--- src/rtl/instr_mem_loader_if.sv ---
// Bundle of load-stream, fetch and decode signals between the instruction store
// and its surroundings (PC/loader side drives, the store responds).
interface instr_mem_loader_if #(
    parameter int DATA_W  = 16,
    parameter int ADDR_W  = 16,
    parameter int FIELD_W = 4,
    parameter int DEPTH   = 32
) ();
    localparam int CW = $clog2(DEPTH + 1);

    logic               InsMemRW;
    logic               wr_valid;
    logic [DATA_W-1:0]  wr_data;
    logic               wr_ready;
    logic [CW-1:0]      loaded_cnt;
    logic               loading;
    logic               fetch_en;
    logic [ADDR_W-1:0]  IAddress;
    logic [DATA_W-1:0]  ins;
    logic               ins_valid;
    logic               addr_err;
    logic [FIELD_W-1:0] op;
    logic [FIELD_W-1:0] rs;
    logic [FIELD_W-1:0] rt;
    logic [FIELD_W-1:0] imm;

    modport slave (
        input  InsMemRW, wr_valid, wr_data, fetch_en, IAddress,
        output wr_ready, loaded_cnt, loading, ins, ins_valid, addr_err,
               op, rs, rt, imm
    );

    modport master (
        output InsMemRW, wr_valid, wr_data, fetch_en, IAddress,
        input  wr_ready, loaded_cnt, loading, ins, ins_valid, addr_err,
               op, rs, rt, imm
    );
endinterface

--- src/rtl/instr_mem_loader.sv ---
// Run-time loadable instruction store: valid/ready load stream, registered fetch
// port and op/rs/rt/imm field split.
//
//  state | meaning
//  RUN   | fetches served from the store; InsMemRW=1 starts a fresh load
//  LOAD  | words streamed in at ptr until full; InsMemRW=0 returns to RUN
module instr_mem_loader #(
    parameter int              DATA_W  = 16,
    parameter int              DEPTH   = 32,
    parameter int              ADDR_W  = 16,
    parameter int              FIELD_W = 4,
    parameter logic [DATA_W-1:0] NOP   = '0
) (
    input  logic                 CLK,
    input  logic                 Reset,
    instr_mem_loader_if.slave    bus
);
    localparam int CW    = $clog2(DEPTH + 1);
    localparam int IW    = (DEPTH > 1) ? $clog2(DEPTH) : 1;
    localparam int CMP_W = (ADDR_W > 32) ? ADDR_W + 1 : 33;
    localparam logic [CW-1:0] DEPTH_C = CW'(DEPTH);

    if (DATA_W < 4 * FIELD_W) begin : g_param_chk
        $error("instr_mem_loader: DATA_W must be >= 4*FIELD_W");
    end

    typedef enum logic {
        RUN  = 1'b0,
        LOAD = 1'b1
    } state_t;

    state_t             state;
    state_t             state_nxt;

    logic [DATA_W-1:0]  mem [DEPTH];
    logic [DEPTH-1:0]   valid;
    logic [CW-1:0]      ptr;
    logic [DATA_W-1:0]  ins;
    logic               ins_valid;
    logic               addr_err;

    logic               wr_ready;
    logic               wr_accept;
    logic               fetch_go;
    logic               load_entry;
    logic               addr_in_range;
    logic [IW-1:0]      rd_idx;
    logic [IW-1:0]      wr_idx;
    logic [DATA_W-1:0]  rd_word;

    // Range check over the full address width so any set upper bit flags an error.
    assign addr_in_range = (CMP_W'(bus.IAddress) < CMP_W'(DEPTH));
    assign rd_idx        = bus.IAddress[IW-1:0];
    assign wr_idx        = ptr[IW-1:0];
    assign rd_word       = (addr_in_range && valid[rd_idx]) ? mem[rd_idx] : NOP;

    always_ff @(posedge CLK) begin
        if (Reset) begin
            state <= RUN;
        end else begin
            state <= state_nxt;
        end
    end

    always_comb begin
        state_nxt  = state;
        wr_ready   = 1'b0;
        wr_accept  = 1'b0;
        fetch_go   = 1'b0;
        load_entry = 1'b0;
        case (state)
            RUN: begin
                fetch_go   = bus.fetch_en;
                load_entry = bus.InsMemRW;
                if (bus.InsMemRW) begin
                    state_nxt = LOAD;
                end
            end
            LOAD: begin
                wr_ready  = (ptr < DEPTH_C);
                wr_accept = wr_ready && bus.wr_valid;
                if (!bus.InsMemRW) begin
                    state_nxt = RUN;
                end
            end
            default: state_nxt = RUN;
        endcase
    end

    // Valid bits, not the array, carry "written" status so reset stays cheap.
    always_ff @(posedge CLK) begin
        if (Reset) begin
            ptr       <= '0;
            valid     <= '0;
            ins       <= NOP;
            ins_valid <= 1'b0;
            addr_err  <= 1'b0;
        end else begin
            ins_valid <= fetch_go;
            addr_err  <= fetch_go && !addr_in_range;
            if (fetch_go) begin
                ins <= rd_word;
            end
            if (load_entry) begin
                ptr   <= '0;
                valid <= '0;
            end else if (wr_accept) begin
                ptr            <= ptr + 1'b1;
                valid[wr_idx]  <= 1'b1;
            end
        end
    end

    always_ff @(posedge CLK) begin
        if (wr_accept) begin
            mem[wr_idx] <= bus.wr_data;
        end
    end

    assign bus.wr_ready   = wr_ready;
    assign bus.loaded_cnt = ptr;
    assign bus.loading    = (state == LOAD);
    assign bus.ins        = ins;
    assign bus.ins_valid  = ins_valid;
    assign bus.addr_err   = addr_err;
    assign bus.op         = ins[FIELD_W-1:0];
    assign bus.rs         = ins[2*FIELD_W-1:FIELD_W];
    assign bus.rt         = ins[3*FIELD_W-1:2*FIELD_W];
    assign bus.imm        = ins[4*FIELD_W-1:3*FIELD_W];

endmodule

--- src/flat_wrapper.sv ---
// flat-port wrapper written by rule: the top's interface ports become plain ports
module instr_mem_loader_flat 
#(
    parameter int              DATA_W  = 16,
    parameter int              DEPTH   = 32,
    parameter int              ADDR_W  = 16,
    parameter int              FIELD_W = 4,
    parameter logic [DATA_W-1:0] NOP   = '0
)
  (CLK, Reset, bus_InsMemRW, bus_wr_valid, bus_wr_data, bus_fetch_en, bus_IAddress, bus_wr_ready, bus_loaded_cnt, bus_loading, bus_ins, bus_ins_valid, bus_addr_err, bus_op, bus_rs, bus_rt, bus_imm);
  instr_mem_loader_if #(.DATA_W(DATA_W), .ADDR_W(ADDR_W), .FIELD_W(FIELD_W), .DEPTH(DEPTH)) bus_i ();
  input  logic CLK;
  input  logic Reset;
  input wire logic [$bits(bus_i.InsMemRW)-1:0] bus_InsMemRW;
  input wire logic [$bits(bus_i.wr_valid)-1:0] bus_wr_valid;
  input wire logic [$bits(bus_i.wr_data)-1:0] bus_wr_data;
  input wire logic [$bits(bus_i.fetch_en)-1:0] bus_fetch_en;
  input wire logic [$bits(bus_i.IAddress)-1:0] bus_IAddress;
  output wire logic [$bits(bus_i.wr_ready)-1:0] bus_wr_ready;
  output wire logic [$bits(bus_i.loaded_cnt)-1:0] bus_loaded_cnt;
  output wire logic [$bits(bus_i.loading)-1:0] bus_loading;
  output wire logic [$bits(bus_i.ins)-1:0] bus_ins;
  output wire logic [$bits(bus_i.ins_valid)-1:0] bus_ins_valid;
  output wire logic [$bits(bus_i.addr_err)-1:0] bus_addr_err;
  output wire logic [$bits(bus_i.op)-1:0] bus_op;
  output wire logic [$bits(bus_i.rs)-1:0] bus_rs;
  output wire logic [$bits(bus_i.rt)-1:0] bus_rt;
  output wire logic [$bits(bus_i.imm)-1:0] bus_imm;
  assign bus_i.InsMemRW = bus_InsMemRW;
  assign bus_i.wr_valid = bus_wr_valid;
  assign bus_i.wr_data = bus_wr_data;
  assign bus_i.fetch_en = bus_fetch_en;
  assign bus_i.IAddress = bus_IAddress;
  assign bus_wr_ready = bus_i.wr_ready;
  assign bus_loaded_cnt = bus_i.loaded_cnt;
  assign bus_loading = bus_i.loading;
  assign bus_ins = bus_i.ins;
  assign bus_ins_valid = bus_i.ins_valid;
  assign bus_addr_err = bus_i.addr_err;
  assign bus_op = bus_i.op;
  assign bus_rs = bus_i.rs;
  assign bus_rt = bus_i.rt;
  assign bus_imm = bus_i.imm;
  instr_mem_loader #(.DATA_W(DATA_W), .DEPTH(DEPTH), .ADDR_W(ADDR_W), .FIELD_W(FIELD_W), .NOP(NOP)) u_core (.CLK(CLK), .Reset(Reset), .bus(bus_i));
endmodule
--- config.mk ---
export PLATFORM = sky130hd
export DESIGN_NAME = instr_mem_loader_flat
export DESIGN_NICKNAME = d
export VERILOG_FILES = /design/src/rtl/instr_mem_loader_if.sv /design/src/rtl/instr_mem_loader.sv /design/src/flat_wrapper.sv
export SDC_FILE = /design/constraint.sdc
export NUM_CORES = 1
export LEC_CHECK = 0
export CORE_ASPECT_RATIO = 2
export CORE_UTILIZATION = 55
export DETAILED_ROUTE_END_ITERATION = 10
export MAX_ROUTING_LAYER = met4
export PLACE_DENSITY = 0.76
export RECOVER_POWER = 100
export SYNTH_ARGS = -nofsm -noshare
export SYNTH_HDL_FRONTEND = slang
export SYNTH_SLANG_ARGS = --single-unit
--- constraint.sdc ---
create_clock -name CLK -period 2.4 [get_ports CLK]
set_input_delay 0.48 -clock CLK [delete_from_list [all_inputs] [get_ports CLK]]
set_output_delay 0.48 -clock CLK [all_outputs]
set_load 0.01 [all_outputs]
* After elaboration in Yosys (flattened, before gate mapping) *
Memories as Yosys holds them, arrays and structs flattened.
Index checks and enable logic that the tools add are counted.

operators by class
  add/sub/neg operators = 1
  multipliers = 0
  div/mod/pow operators = 0
  order comparisons = 5
  equal/unequal tests = 0
  shift-type cells = 0
  mux-type cells = 12
  bitwise gates (word level) = 1
  reduce and logical (&&, ||, !) cells = 6

operator list
  kind                 count
  $or 32x32->32        1
  $lt 16x6->1 const B  1
  $mux 16              1
  $lt 5x6->1 const B   2
  $mux 1               9
  $add 6x1->6 const B  1
  $lt 6x6->1 const B   1
  $bmux 1 s5           1
  $demux 1 s5          1
  $ge 5x1->1 const B   1
  $logic_and 1x1->1    4
  $reduce_or 2->1      1
  $logic_not 1->1      1

storage, ports and cells
  flip-flop bits (word level) = 57
  latch bits = 0
  RAM bits = 512
  bits in read-only memories = 0
  bits of input ports = 37
  output and inout port bits = 42
  logic and storage cells = 32
  memories kept = 1

memories
  memory      words  bits a word  rd ports  clocked after memory_dff  write ports  line                    source
  u_core.mem  32     16           1         0                         1            instr_mem_loader.sv:35  logic [DATA_W-1:0] mem [DEPTH];

* Depth between registers and ports, before layout *
Gate-level depths: netlist of the first run.

  depth after elaboration = 5
  depth in mapped cells = 10
  depth with buffers taken out = 6

* Least setup slack after synthesis of the first run *
No wires, ideal clock.

  path type = input to register
  start point = input bus_wr_valid
  end point = memory u_core.mem[15][0], enable pin
  arrival = 1.930 ns
  path slack = 0.078 ns
  cell stages on the path = 4
  cell sequence = and3b_1 -> clkbuf_1 -> nand2_1 -> nor2_1

on the way
  longest elaborated chain between the ends = 4

ends and longest elaborated chain
  item                          line                     source
  start: declaration            flat_wrapper.sv:15       input wire logic [$bits(bus_i.wr_valid)-1:0] bus_wr_valid;
  $logic_and 1x1->1             instr_mem_loader.sv:81   wr_accept = wr_ready && bus.wr_valid;
  $mux 1                        instr_mem_loader.sv:71   case (state)
  $mux 1                        instr_mem_loader.sv:115  if (wr_accept) begin
  $mux 1 (not written as such)  instr_mem_loader.sv:116  mem[wr_idx] <= bus.wr_data;
  end: declaration              instr_mem_loader.sv:35

Every way passes these cells.

* Worst setup path after layout of the first run *
  start point = register u_core.ptr[2] (netlist: u_core.bus.loaded_cnt[2])
  end point = output bus_loaded_cnt[2]

RTL lines
  item                      line                     source
  start: declaration        instr_mem_loader.sv:37   logic [CW-1:0] ptr;
  start signal: assignment  instr_mem_loader.sv:108  ptr <= ptr + 1'b1;
  end: declaration          flat_wrapper.sv:20       output wire logic [$bits(bus_i.loaded_cnt)-1:0] bus_loaded_cnt;

No word-level cell between the ends.

==> impl_metrics.csv, run 1 <==
group,metric,value,unit
outcome,status,"completed",
global_routing,overflow,0,
detailed_routing,vias,11900,
logic_synthesis,synth.area.mux_share,15.3,%
power,vdd_drop_max,0.657,mV
critical_path,cp_cell_sequence,"dlygate4sd3_1",
job,drv_cap,0,
critical_path,slowest_delay,0.67,ns
critical_path,cp.arrival,1.79,ns
place,place_area,24500,µm²
logic_synthesis,synth_area,22000,µm²
detailed_routing,drtIter0Drc,1285,
global_routing,grtUsageTotal,28.8,%
power,p_per_area,766,nW/µm²
timing,finalCriticalPeriod,2.27,ns
logic_synthesis,yosysUniqueCellTypes,45,
layout,num-fill-cells,2686,
timing,setup_viol,0,
critical_path,cp.required,1.92,ns
layout,nNetsFinal,1367,
logic_synthesis,synth_ff_type,"edfxtp_1",
logic_synthesis,ys_async_sr_fraction,0,%
floorplan,die_x,144,µm
layout,antenna_cells,0,
clock_network,cts_setup_buffers,0,
logic_synthesis,synth-xor-area-share,0.119,%
clock_network,holdBufCountCts,0,
clock_network,cts_buffer_depth,3,
critical_path,cp_top_family,"buffers and inverters",
layout,drive_gt1_share,24.0,%
detailed_routing,wl_per_cell,28.8,µm
timing,hold_viol,0,
detailed_routing,drc_errors,0,
timing,period_share,94.5,%
global_routing,grt_max_degree,50,
timing,max_freq,0.441,GHz
clock_network,cts.sinks,569,
power,total_power,19600,µW
timing,max_slew_margin,3.36,%
logic_synthesis,ys_warn_count,0,
timing,final_max_slew_viol_count,0,
clock_network,cts_tree,"yes",
detailed_routing,vias_per_cell,6.31,
logic_synthesis,ys_top_cells_by_area,"edfxtp_1 70%, mux4_2 13%, dfxtp_1 5.2%, nor2_1 1.6%, mux2_1 1.2%",
global_routing,grt_pass1_wl,79600,µm
place,place_inst,1804,
logic_synthesis,synth_compound_area_share,3.75,%
logic_synthesis,synth_seq_area_share,75.0,%
floorplan,rows,103,
place,dp_hpwl,34600,µm
hold_path,hp-class,"reg2reg",
critical_path,cp_num_buf_inv,1,
floorplan,initial_core_util,55.9,%
clock_network,cts-root-buf,"clkbuf_16",
logic_synthesis,synth_edf_count,512,
timing,worstMarginPinSlew,1.45,ns
logic_synthesis,synth_top_family_by_area,"multiplexers",
clock_network,clock_latency,0.57,ns
floorplan,core_area,39400,µm²
detailed_routing,route.antenna.remaining_nets,0,
logic_synthesis,synth_common_cells,"512 x edfxtp_1, 124 x mux4_2, 92 x nor2_1",
layout,finalInstanceArea,25600,µm²
layout,syn_to_final_growth,16.4,%
global_routing,grt_pass1_vias,12500,
critical_path,slowest_stage,"dlygate4sd3_1",
logic_synthesis,ys_ff_latch,569,
logic_synthesis,yosys.area_share.simple,3.57,%
logic_synthesis,yosysTopAreaCell,"edfxtp_1",
clock_network,numCtsBuffers,45,
floorplan,die_y,285,µm
critical_path,critPathKind,"reg2out",
critical_path,startpoint_type,"register",
clock_network,htree_levels,2,
logic_synthesis,synth_top_area_share,69.8,%
layout,fin_cells,1888,
critical_path,endpoint_kind,"output port",
global_routing,antenna_found_initial,0,
logic_synthesis,postSynthAreaPerCell,19.4,µm²
detailed_routing,drt-total-wl,54500,µm
logic_synthesis,syn_nets,1179,
timing,worst_clock_skew,0.0181,ns
logic_synthesis,syn_inst,1138,
timing,rsz0062_at_grt,"false",
clock_network,clk_pin_slew_worst_paths,0.06,ns
clock_network,postCtsResizedCells,0,
place,port_buffers,78,
critical_path,critPathMaxFanout,11,
logic_synthesis,synth_most_common_cell,"edfxtp_1",
logic_synthesis,synth_adder_area_share,0.227,%
detailed_routing,first_pass_iters,5,
place,routabilityCongestion,0.857,
power,leakage,0.00836,µW
floorplan,io_pins,79,
floorplan,dieArea,40900,µm²
-- state kept, by name (all words and copies together) (netlist names) --
name                   cells
u_core.mem               512
u_core.bus.ins            16
u_core.bus.loaded_cnt      6
u_core.bus.loading         1
u_core.bus.addr_err        1
u_core.valid              32
u_core.bus.ins_valid       1
-- cells in the final DEF, fill, tap and decap left out, drive strengths merged, types with 2 or more instances in the layout --
cell type / instances
a22oi: 11
nor4: 2
and2: 2
bufinv: 7
or3b: 2
dfxtp: 57
mux2i: 7
clkbuf: 141
xor2: 2
mux2: 45
ha: 4
a211oi: 21
a21oi: 14
dlygate4sd3: 59
edfxtp: 512
or2: 2
clkinv: 11
a21boi: 10
o21a: 10
inv: 6
o21ai: 27
nand2: 55
nand3: 4
nor2b: 5
nor2: 92
mux4: 124
nand3b: 3
a221oi: 12
buf: 68
clkdlybuf4s50: 14
nor3: 12
nor3b: 2
a311oi: 10
-- layer usage --
metal	vias to the layer above	part of all wire [%]	track usage (%)
met3	185	6.5	3.16
li1	4948	-	-
met2	660	54	50.2
met4	0	5.8	15.3
met1	6119	33	32.0
met5	-	0	-
-- final timing paths --
path              cells past startpoint                 to                      from  slack [ns]
setup / recovery                      1  bus_loaded_cnt[2]  u_core.bus.loaded_cnt[2]        0.13
hold / removal                        2   u_core.valid[28]          u_core.valid[28]        0.47
setup reg to reg                      3  u_core.mem[5][12]  u_core.bus.loaded_cnt[2]        0.16
hold reg to reg                       2   u_core.valid[28]          u_core.valid[28]        0.47
-- logic make-up after synthesis --
group | after synthesis
buffers and inverters | 82
AO/OA/AOI/OAI | 119
AND/OR/NAND/NOR | 185
XOR/XNOR | 3
flip-flops | 569
multiplexers | 176
adder cells (fa/ha/maj) | 4
-- through the flow --
stage	hold WS [ns]	worst slack [ns]	util [%]	setup TNS, ns
after global placement	0.442	-0.0410	62.2	-0.0823
after detailed placement	0.455	-0.0916	62.2	-0.221
final	0.469	0.131	65.0	0
after global routing	0.491	0.0696	65.0	0
after CTS	0.475	0.157	66.2	0
after floorplan	0.435	0.0782	-	0
-- layout make-up --
cell class / instances / area [µm²] / share of cell area, %
sequential: 569 / 16500 / 64.4
multi-input combinational: 487 / 5060 / 19.8
timing repair buffer: 219 / 1820 / 7.08
clock buffer: 63 / 1260 / 4.93
tap: 525 / 657 / 2.56
clock inverter: 21 / 310 / 1.21
inverter: 4 / 15.0 / 0.0586
-- power breakdown --
part / switching [µW] / internal (µW) / total (µW)
clock network: 3410 / 4470 / 7880
logic: 538 / 428 / 966
registers: 5.28 / 10800 / 10800
(Power assumes the default switching activity.)
==> inputs of run 2 (changes only) <==
CORE_UTILIZATION = 49   (was 55)
PLACE_DENSITY = 0.69   (was 0.76)
==> run 2 against run 1 <==
Against the previous run: the run now ends with DRC, capacitance limit, slew limit left; routed wire length shrank 0.89%; sequential cell count is the same; clock power shrank 6.9%; clock skew shrank 0.0036 ns; critical path type unchanged; non-clock buffer count shrank 2; core utilization shrank 7.4 points; via count shrank 2.1%; largest power group unchanged.
==> impl_metrics.csv, run 2 (synthesized netlist as in run 1, its figures left out) <==
group,metric,value,unit
floorplan,io_pins,79,
global_routing,overflow,0,
timing,setup_viol,0,
layout,num-fill-cells,3264,
timing,max_slew_margin,-1.55,%
layout,syn_to_final_growth,16.0,%
critical_path,endpoint_kind,"output port",
critical_path,cp_cell_sequence,"dlygate4sd3_1",
floorplan,die_y,302,µm
critical_path,r2r_slack,0.15,ns
clock_network,holdBufCountCts,0,
layout,most-common-layout-cells,"512 x edfxtp_1, 124 x mux4_2, 87 x nor2_1",
timing,worst_slack,0.140,ns
timing,worst_clock_skew,0.0145,ns
critical_path,cp_num_buf_inv,1,
power,p_per_area,748,nW/µm²
detailed_routing,wl_per_cell,28.2,µm
power,p_seq_share,56.5,%
global_routing,grt_max_degree,34,
floorplan,die_x,152,µm
place,dp_hpwl,35400,µm
timing,worstMarginPinSlew,1.52,ns
timing,final_max_slew_viol_count,33,
critical_path,slowest_stage,"dlygate4sd3_1",
critical_path,cp.required,1.92,ns
floorplan,dieArea,45900,µm²
clock_network,htree_levels,2,
timing,rsz0062_at_grt,"false",
power,p_comb_share,5.1,%
timing,finalCriticalPeriod,2.26,ns
place,port_buffers,78,
global_routing,antenna_found_initial,0,
outcome,failed_checks,"DRC, capacitance limit, slew limit",
clock_network,numCtsBuffers,46,
global_routing,grtUsageTotal,24.7,%
timing,setup_tns,0,ns
detailed_routing,first_pass_iters,10,
power,switchingPower,3860,µW
power,vdd_drop_max,0.623,mV
floorplan,rows,109,
layout,final_common_cell,"edfxtp_1",
power,internal-power,15300,µW
hold_path,hp-class,"in2reg",
layout,largest_reg_flops,512,
clock_network,cts_setup_buffers,0,
critical_path,cp_top_family,"buffers and inverters",
clock_network,cts_tree,"yes",
outcome,status,"complete, but fails checks",
detailed_routing,drtIter0Drc,1064,
detailed_routing,route.antenna.remaining_nets,0,
global_routing,grt_pass1_vias,12200,
critical_path,slowest_delay,0.67,ns
clock_network,cts-root-buf,"clkbuf_16",
critical_path,critPathMaxFanout,11,
clock_network,clock_latency,0.57,ns
layout,antenna_cells,0,
critical_path,critPathKind,"reg2out",
power,switching_share,20.2,%
critical_path,cp.arrival,1.78,ns
floorplan,core_area,44300,µm²
detailed_routing,vias,11700,
layout,reg_top3,"u_core.mem (512), u_core.valid (32), u_core.bus.ins (16)",
layout,nNetsFinal,1366,
global_routing,grt_pass1_wl,78300,µm
critical_path,startpoint_type,"register",
detailed_routing,drt-total-wl,54000,µm
timing,period_share,94.2,%
detailed_routing,vias_per_cell,6.09,
timing,hold_viol,0,
power,leakage,0.00833,µW
layout,regMostFlops,"u_core.mem",
clock_network,cts.sinks,569,
place,dpl_worst_slack,-0.474,ns
place,routabilityCongestion,0.854,
clock_network,clk_pin_slew_worst_paths,0.07,ns
clock_network,cts_buffer_depth,3,
floorplan,initial_core_util,49.7,%
power,pwr-share-clk,38.4,%
layout,drive_gt1_share,22.8,%
detailed_routing,drc_errors,6,
job,drv_cap,1,
timing,max_freq,0.443,GHz
[run 2: changes by cell type in the layout (fill, tap and decap cells not counted), moves of 4 or more]
cell            before  now
buf_12              20   16
buf_2                7    3
buf_4               40   49
bufinv_16            7    3
clkbuf_16           45   49
clkbuf_2            34   24
clkbuf_8             7    0
clkinv_1             3   16
dlymetal6s2s_1       0    4
[run 2: per-layer routing]
| metal | global-route usage (%) | wire length (µm) | part of all wire, % | vias to the layer above |
|---|---|---|---|---|
| met4 | 12.6 | 2810 | 5.2 | 0 |
| li1 | - | - | - | 4945 |
| met3 | 2.59 | 3130 | 5.8 | 138 |
| met1 | 27.1 | 18900 | 35 | 6038 |
| met2 | 44.7 | 29200 | 54 | 539 |
| met5 | - | 0 | 0 | - |
[run 2: layout make-up]
class	instances	area (µm²)	share of cell area, %
Inverter	4	15.0	0.0588
Clock buffer	57	1260	4.92
Sequential cell	569	16500	64.7
Timing Repair Buffer	217	1810	7.07
Multi-Input combinational cell	487	5070	19.8
Tap cell	555	694	2.72
Clock inverter	25	188	0.735
[run 2: what timing repair did]
item / CTS / global route
resized for setup: 0 / 1
hold endpoints to repair: 0 / 0
setup endpoints to repair: 0 / 2
[run 2: worst paths after layout]
check / start / endpoint / depth (start not counted)
worst max-delay path: u_core.bus.loaded_cnt[2] / bus_loaded_cnt[2] / 1
worst min-delay path: bus_IAddress[3] / u_core.bus.ins[4] / 3
worst max register to register: u_core.bus.loaded_cnt[2] / u_core.mem[5][8] / 3
worst min register to register: u_core.valid[6] / u_core.valid[6] / 2
[run 2: per-stage QoR]
stage	power (µW)	utilization (%)	instance area (µm²)	cells	hold slack, ns
after floorplan	11500	-	22000	1138	0.435
after global placement	12000	55.6	24600	1832	0.441
after detailed placement	12000	55.6	24600	1832	0.452
after CTS	19200	58.9	26100	1914	0.430
after global routing	19600	57.6	25500	1914	0.484
final	19100	57.6	25500	1914	0.453
[run 2: power groups by stage]
stage,clock network [µW],logic (µW),registers [µW]
after floorplan,0,510,11000
after global placement,0,990,11000
after detailed placement,0,1010,11000
after CTS,7430,1010,10800
after global routing,7740,1040,10800
final,7340,981,10800
